`src/rtl/ps2_kb_uart_monitor.sv`:
```
// ps2_kb_uart_monitor: decodes PS/2 Scan Code Set 2 make codes to ASCII and echoes them on an 8N1 UART.
// Path: synchronise/filter ps2c -> 11-bit frame receiver -> make/break filter -> byte FIFO -> UART transmitter.
module ps2_kb_uart_monitor #(
  parameter int CLKS_PER_BIT = 2604,
  parameter int PS2_TIMEOUT  = 50000,
  parameter int FIFO_DEPTH   = 4
) (
  input  logic clk,
  input  logic reset,
  input  logic ps2d,
  input  logic ps2c,
  output logic tx
);
  localparam int TW = $clog2(PS2_TIMEOUT + 1);
  localparam int CW = $clog2(CLKS_PER_BIT + 1);
  localparam int PW = FIFO_DEPTH > 1 ? $clog2(FIFO_DEPTH) : 1;
  localparam int NW = $clog2(FIFO_DEPTH + 1);

  typedef enum logic {RX_IDLE, RX_RECV} rx_state_e;
  typedef enum logic {TX_IDLE, TX_SEND} tx_state_e;

  logic [1:0] c_sync_q, d_sync_q;
  logic [7:0] c_sr_q;
  logic       c_filt_q, c_filt_d, fall;

  // PS/2 lines idle high; resetting the conditioning chain to 1 avoids a phantom edge after reset
  always_ff @(posedge clk or negedge reset)
    if (!reset) begin
      c_sync_q <= 2'b11;
      d_sync_q <= 2'b11;
      c_sr_q   <= '1;
      c_filt_q <= 1'b1;
    end else begin
      c_sync_q <= {c_sync_q[0], ps2c};
      d_sync_q <= {d_sync_q[0], ps2d};
      c_sr_q   <= {c_sr_q[6:0], c_sync_q[1]};
      c_filt_q <= c_filt_d;
    end

  assign c_filt_d = &c_sr_q ? 1'b1 : ~|c_sr_q ? 1'b0 : c_filt_q;
  assign fall     = c_filt_q & ~c_filt_d;

  rx_state_e     rx_state_q, rx_state_d;
  logic [9:0]    rx_sr_q, rx_sr_d;
  logic [3:0]    rx_cnt_q, rx_cnt_d;
  logic [TW-1:0] rx_tmr_q, rx_tmr_d;
  logic [10:0]   frame;
  logic [7:0]    rx_code;
  logic          rx_last, rx_tout, rx_done;

  assign rx_last = fall && rx_cnt_q == 4'd10;
  assign rx_tout = !fall && rx_tmr_q == TW'(PS2_TIMEOUT - 1);

  always_ff @(posedge clk or negedge reset)
    if (!reset) rx_state_q <= RX_IDLE;
    else rx_state_q <= rx_state_d;

  always_comb
    rx_state_d = rx_state_q == RX_IDLE ? (fall ? RX_RECV : RX_IDLE)
                                       : (rx_last || rx_tout ? RX_IDLE : RX_RECV);

  // the frame is the ten stored samples plus the bit arriving on the 11th fall
  always_comb begin
    frame    = {d_sync_q[1], rx_sr_q};
    rx_sr_d  = fall ? frame[10:1] : rx_sr_q;
    rx_cnt_d = rx_state_d == RX_IDLE ? 4'd0 : fall ? rx_cnt_q + 4'd1 : rx_cnt_q;
    rx_tmr_d = rx_state_q == RX_IDLE || fall ? '0 : rx_tmr_q + TW'(1);
    rx_done  = rx_state_q == RX_RECV && rx_last && !frame[0] && frame[10];
    rx_code  = frame[8:1];
  end

  logic       brk_q, brk_d, ext_q, ext_d, push;
  logic [7:0] ascii;

  always_comb begin
    push  = rx_done && rx_code != 8'hE0 && rx_code != 8'hF0 && !brk_q;
    brk_d = rx_done ? rx_code == 8'hF0 || (rx_code == 8'hE0 && brk_q) : brk_q;
    ext_d = rx_done ? rx_code == 8'hE0 || (rx_code == 8'hF0 && ext_q) : ext_q;
  end

  always_ff @(posedge clk or negedge reset)
    if (!reset) begin
      rx_sr_q  <= '0;
      rx_cnt_q <= '0;
      rx_tmr_q <= '0;
      brk_q    <= 1'b0;
      ext_q    <= 1'b0;
    end else begin
      rx_sr_q  <= rx_sr_d;
      rx_cnt_q <= rx_cnt_d;
      rx_tmr_q <= rx_tmr_d;
      brk_q    <= brk_d;
      ext_q    <= ext_d;
    end

  always_comb
    case (rx_code)
      8'h45: ascii = 8'h30;
      8'h16: ascii = 8'h31;
      8'h1E: ascii = 8'h32;
      8'h26: ascii = 8'h33;
      8'h25: ascii = 8'h34;
      8'h2E: ascii = 8'h35;
      8'h36: ascii = 8'h36;
      8'h3D: ascii = 8'h37;
      8'h3E: ascii = 8'h38;
      8'h46: ascii = 8'h39;
      8'h1C: ascii = 8'h41;
      8'h32: ascii = 8'h42;
      8'h21: ascii = 8'h43;
      8'h23: ascii = 8'h44;
      8'h24: ascii = 8'h45;
      8'h2B: ascii = 8'h46;
      8'h34: ascii = 8'h47;
      8'h33: ascii = 8'h48;
      8'h43: ascii = 8'h49;
      8'h3B: ascii = 8'h4A;
      8'h42: ascii = 8'h4B;
      8'h4B: ascii = 8'h4C;
      8'h3A: ascii = 8'h4D;
      8'h31: ascii = 8'h4E;
      8'h44: ascii = 8'h4F;
      8'h4D: ascii = 8'h50;
      8'h15: ascii = 8'h51;
      8'h2D: ascii = 8'h52;
      8'h1B: ascii = 8'h53;
      8'h2C: ascii = 8'h54;
      8'h3C: ascii = 8'h55;
      8'h2A: ascii = 8'h56;
      8'h1D: ascii = 8'h57;
      8'h22: ascii = 8'h58;
      8'h35: ascii = 8'h59;
      8'h1A: ascii = 8'h5A;
      8'h29: ascii = 8'h20;
      8'h5A: ascii = 8'h0D;
      default: ascii = 8'h2A;
    endcase

  logic [7:0]    fifo_q [FIFO_DEPTH];
  logic [PW-1:0] wr_q, rd_q;
  logic [NW-1:0] cnt_q;
  logic          pop, empty, wr_en, rd_en;

  assign empty = cnt_q == '0;
  assign rd_en = pop && !empty;
  // a full FIFO still accepts a push in a cycle that also pops
  assign wr_en = push && (cnt_q != NW'(FIFO_DEPTH) || rd_en);

  always_ff @(posedge clk)
    if (wr_en) fifo_q[wr_q] <= ascii;

  always_ff @(posedge clk or negedge reset)
    if (!reset) begin
      wr_q  <= '0;
      rd_q  <= '0;
      cnt_q <= '0;
    end else begin
      wr_q  <= wr_en ? (wr_q == PW'(FIFO_DEPTH - 1) ? '0 : wr_q + PW'(1)) : wr_q;
      rd_q  <= rd_en ? (rd_q == PW'(FIFO_DEPTH - 1) ? '0 : rd_q + PW'(1)) : rd_q;
      cnt_q <= cnt_q + NW'(wr_en) - NW'(rd_en);
    end

  tx_state_e     tx_state_q, tx_state_d;
  logic [CW-1:0] tx_clk_q, tx_clk_d;
  logic [3:0]    tx_bit_q, tx_bit_d;
  logic [8:0]    tx_sh_q, tx_sh_d;
  logic          tx_q, tx_d, bit_end, load;

  assign bit_end = tx_state_q == TX_SEND && tx_clk_q == CW'(CLKS_PER_BIT - 1);

  always_ff @(posedge clk or negedge reset)
    if (!reset) tx_state_q <= TX_IDLE;
    else tx_state_q <= tx_state_d;

  always_comb
    tx_state_d = tx_state_q == TX_IDLE ? (empty ? TX_IDLE : TX_SEND)
                                       : (bit_end && tx_bit_q == 4'd9 && empty ? TX_IDLE : TX_SEND);

  // the shifter refills with 1s, so the stop bit falls out after d7
  always_comb begin
    load     = !empty && (tx_state_q == TX_IDLE || (bit_end && tx_bit_q == 4'd9));
    pop      = load;
    tx_clk_d = load || bit_end || tx_state_q == TX_IDLE ? '0 : tx_clk_q + CW'(1);
    tx_bit_d = load || tx_state_d == TX_IDLE ? 4'd0 : bit_end ? tx_bit_q + 4'd1 : tx_bit_q;
    tx_sh_d  = load ? {1'b1, fifo_q[rd_q]} : bit_end ? {1'b1, tx_sh_q[8:1]} : tx_sh_q;
    tx_d     = load ? 1'b0 : tx_state_d == TX_IDLE ? 1'b1 : bit_end ? tx_sh_q[0] : tx_q;
  end

  always_ff @(posedge clk or negedge reset)
    if (!reset) begin
      tx_clk_q <= '0;
      tx_bit_q <= '0;
      tx_sh_q  <= '1;
      tx_q     <= 1'b1;
    end else begin
      tx_clk_q <= tx_clk_d;
      tx_bit_q <= tx_bit_d;
      tx_sh_q  <= tx_sh_d;
      tx_q     <= tx_d;
    end

  assign tx = tx_q;
endmodule

```
`config.mk`:
```
export PLATFORM = sky130hd
export DESIGN_NAME = ps2_kb_uart_monitor
export DESIGN_NICKNAME = d
export VERILOG_FILES = /design/src/rtl/ps2_kb_uart_monitor.sv
export SDC_FILE = /design/constraint.sdc
export NUM_CORES = 1
export LEC_CHECK = 0
export ABC_AREA = 1
export CORE_ASPECT_RATIO = 1.4
export CORE_MARGIN = 2
export CORE_UTILIZATION = 60
export DETAILED_ROUTE_END_ITERATION = 16
export PLACE_DENSITY = 0.82
export SLEW_MARGIN = 20
export SYNTH_ARGS = -nofsm -noshare
export SYNTH_HDL_FRONTEND = slang
export SYNTH_SLANG_ARGS = --single-unit
export TNS_END_PERCENT = 50
```
`constraint.sdc`:
```
create_clock -name clk -period 2.9 [get_ports clk]
set_input_delay 0.87 -clock clk [delete_from_list [all_inputs] [get_ports clk]]
set_output_delay 0.87 -clock clk [all_outputs]
set_load 0.02 [all_outputs]
```
==> flow_summary.ini <==
[synth]
avgSynthCellArea_sq_um = 8.752
synth_flop_cell = dfrtp_1
synthCells = 618
ys_ff_latch = 106
ys_warn_count = 0
synth_nets = 642
ys_types = 43
ys_seq_area_frac = 0.5214
synthArstFlopShare = 0.7358
synth_edf_count = 28
syn_area_sq_mm = 0.005409

[floorplan]
die_area_sq_mm = 0.009801
coreArea_sq_mm = 0.008875
ioPinCount = 5
start_util = 0.6095
die_h_um = 116.3
die_x_um = 84.25
rows = 41

[sta]
relSlewSlack = 0.5093
tightest_slew_ns = 0.7334
setup_viol = 0
finalHoldViolCount = 0
fin_crit_sh = 0.9394
final-max-slew-violation-count = 0
setup_ws_ns = 0.1757
tns_ns = 0
max_freq_ghz = 0.3671
skew_ns = 0.01154
period_needed_ns = 2.724
rsz0062_at_grt = false

[critical_path]
path_class = register to register
crit_required_ns = 3.17
worstSetupStartpointType = register
critPathCaptureType = register
crit_slowest_cell = dfrtp_1
cp_max_fo = 7
cp_cell_sequence = ha_2 -> nand2_1 -> inv_1 -> nand2_1 -> nor2_4 -> nand3_2 -> nand3_1 -> nand2_1 -> inv_1 -> nand2_4 -> ha_1 -> inv_1 -> ha_1 -> fa_1 -> xnor2_1 -> xor2_1
cp-startpoint = tx_clk_q[0]
worst_path_largest_cell_delay_ns = 0.40
cp.arrival_ns = 2.99
reg2reg_from = tx_clk_q[0]

[routing]
wl_per_cell_um = 14.57
vias = 4147
route.detailed.drc = 0
drtAntennaViolNets = 0
viasPerCell = 5.604
initialDrtViolationCount = 252
routed_wl_um = 10780
drt-pass1-iter-count = 5

[power_and_ir_drop]
p_seq_frac = 0.564
cellPowerDensity_mw_per_mm2 = 467.9
p_leak_nw = 2.501
pwr-share-comb = 0.013
ir_worst_vdd_v = 0.0004611
power.share.switching = 0.2176
total_power_mw = 2.750
internal-power_mw = 2.152
power_frac_clock = 0.423
p_switching_uw = 598.4

[clock_network]
worstSkewPairLatency_ns = 0.35
numCtsBuffers = 9
cts.clk_slew.worst_paths_ns = 0.08
clkSinkCount = 106
htreeDepth = 3
cts_root_buf = clkbuf_16
cts_tree = built
clk_path_buf_depth = 2
postCtsHoldBufs = 0

[finish]
fillCellCount = 688
diodes = 0
nets = 652
instances_no_fill = 740
seq_area_sq_mm = 0.002821
area_delta_synth_final_pct = 8.651
post-route-cell-area_sq_mm = 0.005877
multi_input_area_sq_mm = 0.002240
drive_gt1_frac = 0.1359

[grt]
grt_pass1_vias = 4055
grt_max_degree = 52
grt_use_total = 0.2364
overflow = 0
grt_pass1_wl_um = 18400
antenna_found_initial = 0

[placement]
dp_cells = 721
io_buffer_count = 4
dp_worst_setup_slack_ns = 0.05726
dp_hpwl_um = 7675
postPlaceCellArea_sq_mm = 0.005543
gp_congestion = 0.9771

[run_status]
outcome = complete, no violations

[worst_hold_path]
worstHoldPathType = register to register
min_from = c_sync_q[1]

[flow_run]
max_cap_viol_count = 0
[synth_stat cells (3+ instances only)]
cell type	instances	area, sq um
xnor2_1	4	35.03
nor3b_1	3	22.52
dfrtp_1	56	1401
a21oi_1	25	125.1
edfxtp_1	28	840.8
nand2_2	7	43.79
buf_2	6	30.03
o21ai_1	5	25.02
inv_1	66	247.7
o31ai_1	4	30.03
o211ai_1	5	37.54
nor2_2	5	31.28
ha_1	19	237.7
o21ai_2	6	52.55
xor2_1	6	52.55
nor3_1	13	65.06
o21ai_0	46	230.2
nand2_1	135	506.7
nor2_1	78	292.8
a32o_1	4	40.04
clkbuf_1	3	11.26
inv_2	7	26.28
nand3_1	30	150.1
nand3_2	3	30.03
nand4_1	9	56.30
dfstp_2	22	578.1
o21a_1	3	22.52
[critical path, delay by kind of cell, from the launching register on]
kind / cells / cell delay (ns)
buffers and inverters: 3 / 0.22
adder cells (fa/ha/maj): 4 / 1.04
AND/OR/NAND/NOR: 7 / 0.60
flip-flops: 1 / 0.40
XOR/XNOR: 2 / 0.37
[power by group through the flow]
stage          clock network, mW  logic [mW]  registers (mW)
2_1_floorplan                  0     0.00692            1.58
4_1_cts                     1.18      0.0372            1.55
3_3_place_gp                   0      0.0359            1.58
6_report                    1.16      0.0356            1.55
3_5_place_dp                   0      0.0371            1.58
5_1_grt                     1.25      0.0419            1.55
[kinds of logic (layout without fill, tap and decap cells)]
| group | Yosys count | in the layout | share of synthesized area |
|---|---|---|---|
| muxes | 1 | 1 | 0.001851 |
| DFF | 106 | 106 | 0.5214 |
| and+or+nand+nor | 290 | 290 | 0.2332 |
| adders and majority gates | 20 | 20 | 0.04765 |
| AOI/OAI and AO/OA | 103 | 103 | 0.1103 |
| buffers and inverters | 88 | 103 | 0.06940 |
| xor gates and xnor gates | 10 | 10 | 0.01619 |
[state kept, by name (all words and copies together), names as in the netlist]
register,cells
wr_q,2
fifo_q,28
c_sync_q,2
c_filt_q,1
tx_clk_q,12
tx_state_q,1
rx_tmr_q,16
tx_bit_q,4
rd_q,2
brk_q,1
rx_cnt_q,4
tx_sh_q,8
d_sync_q,2
rx_sr_q,10
c_sr_q,8
cnt_q,3
rx_state_q,1
tx,1
[final timing paths]
path | slack (ns) | endpoint | cells past startpoint
max reg2reg | 0.18 | cnt_q[2] | 16
max in group asynchronous | 1.82 | c_sync_q[1] | 2
min in group asynchronous | 0.44 | tx_bit_q[0] | 1
min reg2reg | 0.35 | c_sr_q[0] | 0
max | 0.18 | cnt_q[2] | 16
min | 0.35 | c_sr_q[0] | 0
[metal layers]
layer / track usage / share of wire
met1: 0.2691 / 0.41
met4: 0.1000 / 0.023
met5: 0 / 0
met3: 0.04240 / 0.028
met2: 0.4370 / 0.54
[final cells by class]
| cell class | instances | area share |
|---|---|---|
| clock inverters | 7 | 0.01001 |
| flip-flops and latches | 106 | 0.4801 |
| well taps | 107 | 0.02278 |
| repair buffers | 12 | 0.01874 |
| multi-input cells | 424 | 0.3811 |
| inverters | 75 | 0.04897 |
| clock buffers | 9 | 0.03832 |
[cell usage in the layout, fill, tap and decap left out, types with 3 or more instances in the layout]
master	count
nand3_1	30
nor3_2	3
ha_1	17
nor2_2	5
buf_4	8
xnor2_1	4
o31ai_1	4
nor3b_1	3
a32o_1	4
nand3_2	3
xor2_1	6
o21ai_0	46
o21ai_1	5
o211ai_1	5
clkbuf_16	9
nor2_1	78
o21ai_2	6
nand2_1	135
inv_6	4
dfstp_2	22
edfxtp_1	28
nor3_1	11
o21a_1	3
nand4_1	9
inv_1	66
clkinv_4	3
a21oi_1	25
clkdlybuf4s50_1	3
dfrtp_1	55
inv_2	7
nand2_2	6
[through the flow]
stage          utilization  hold slack, ns
2_1_floorplan            -          0.3452
3_5_place_dp        0.6246          0.3472
4_1_cts             0.6566          0.3576
5_1_grt             0.6622          0.3543
6_report            0.6622          0.3528
3_3_place_gp        0.6246          0.3456
[timing repair]
action / CTS / global route
setup endpoints to repair: 0 / 1
setup buffers: 0 / 3
gates resized for setup: 0 / 7
Note: power is estimated with default switching activity, not from simulation.
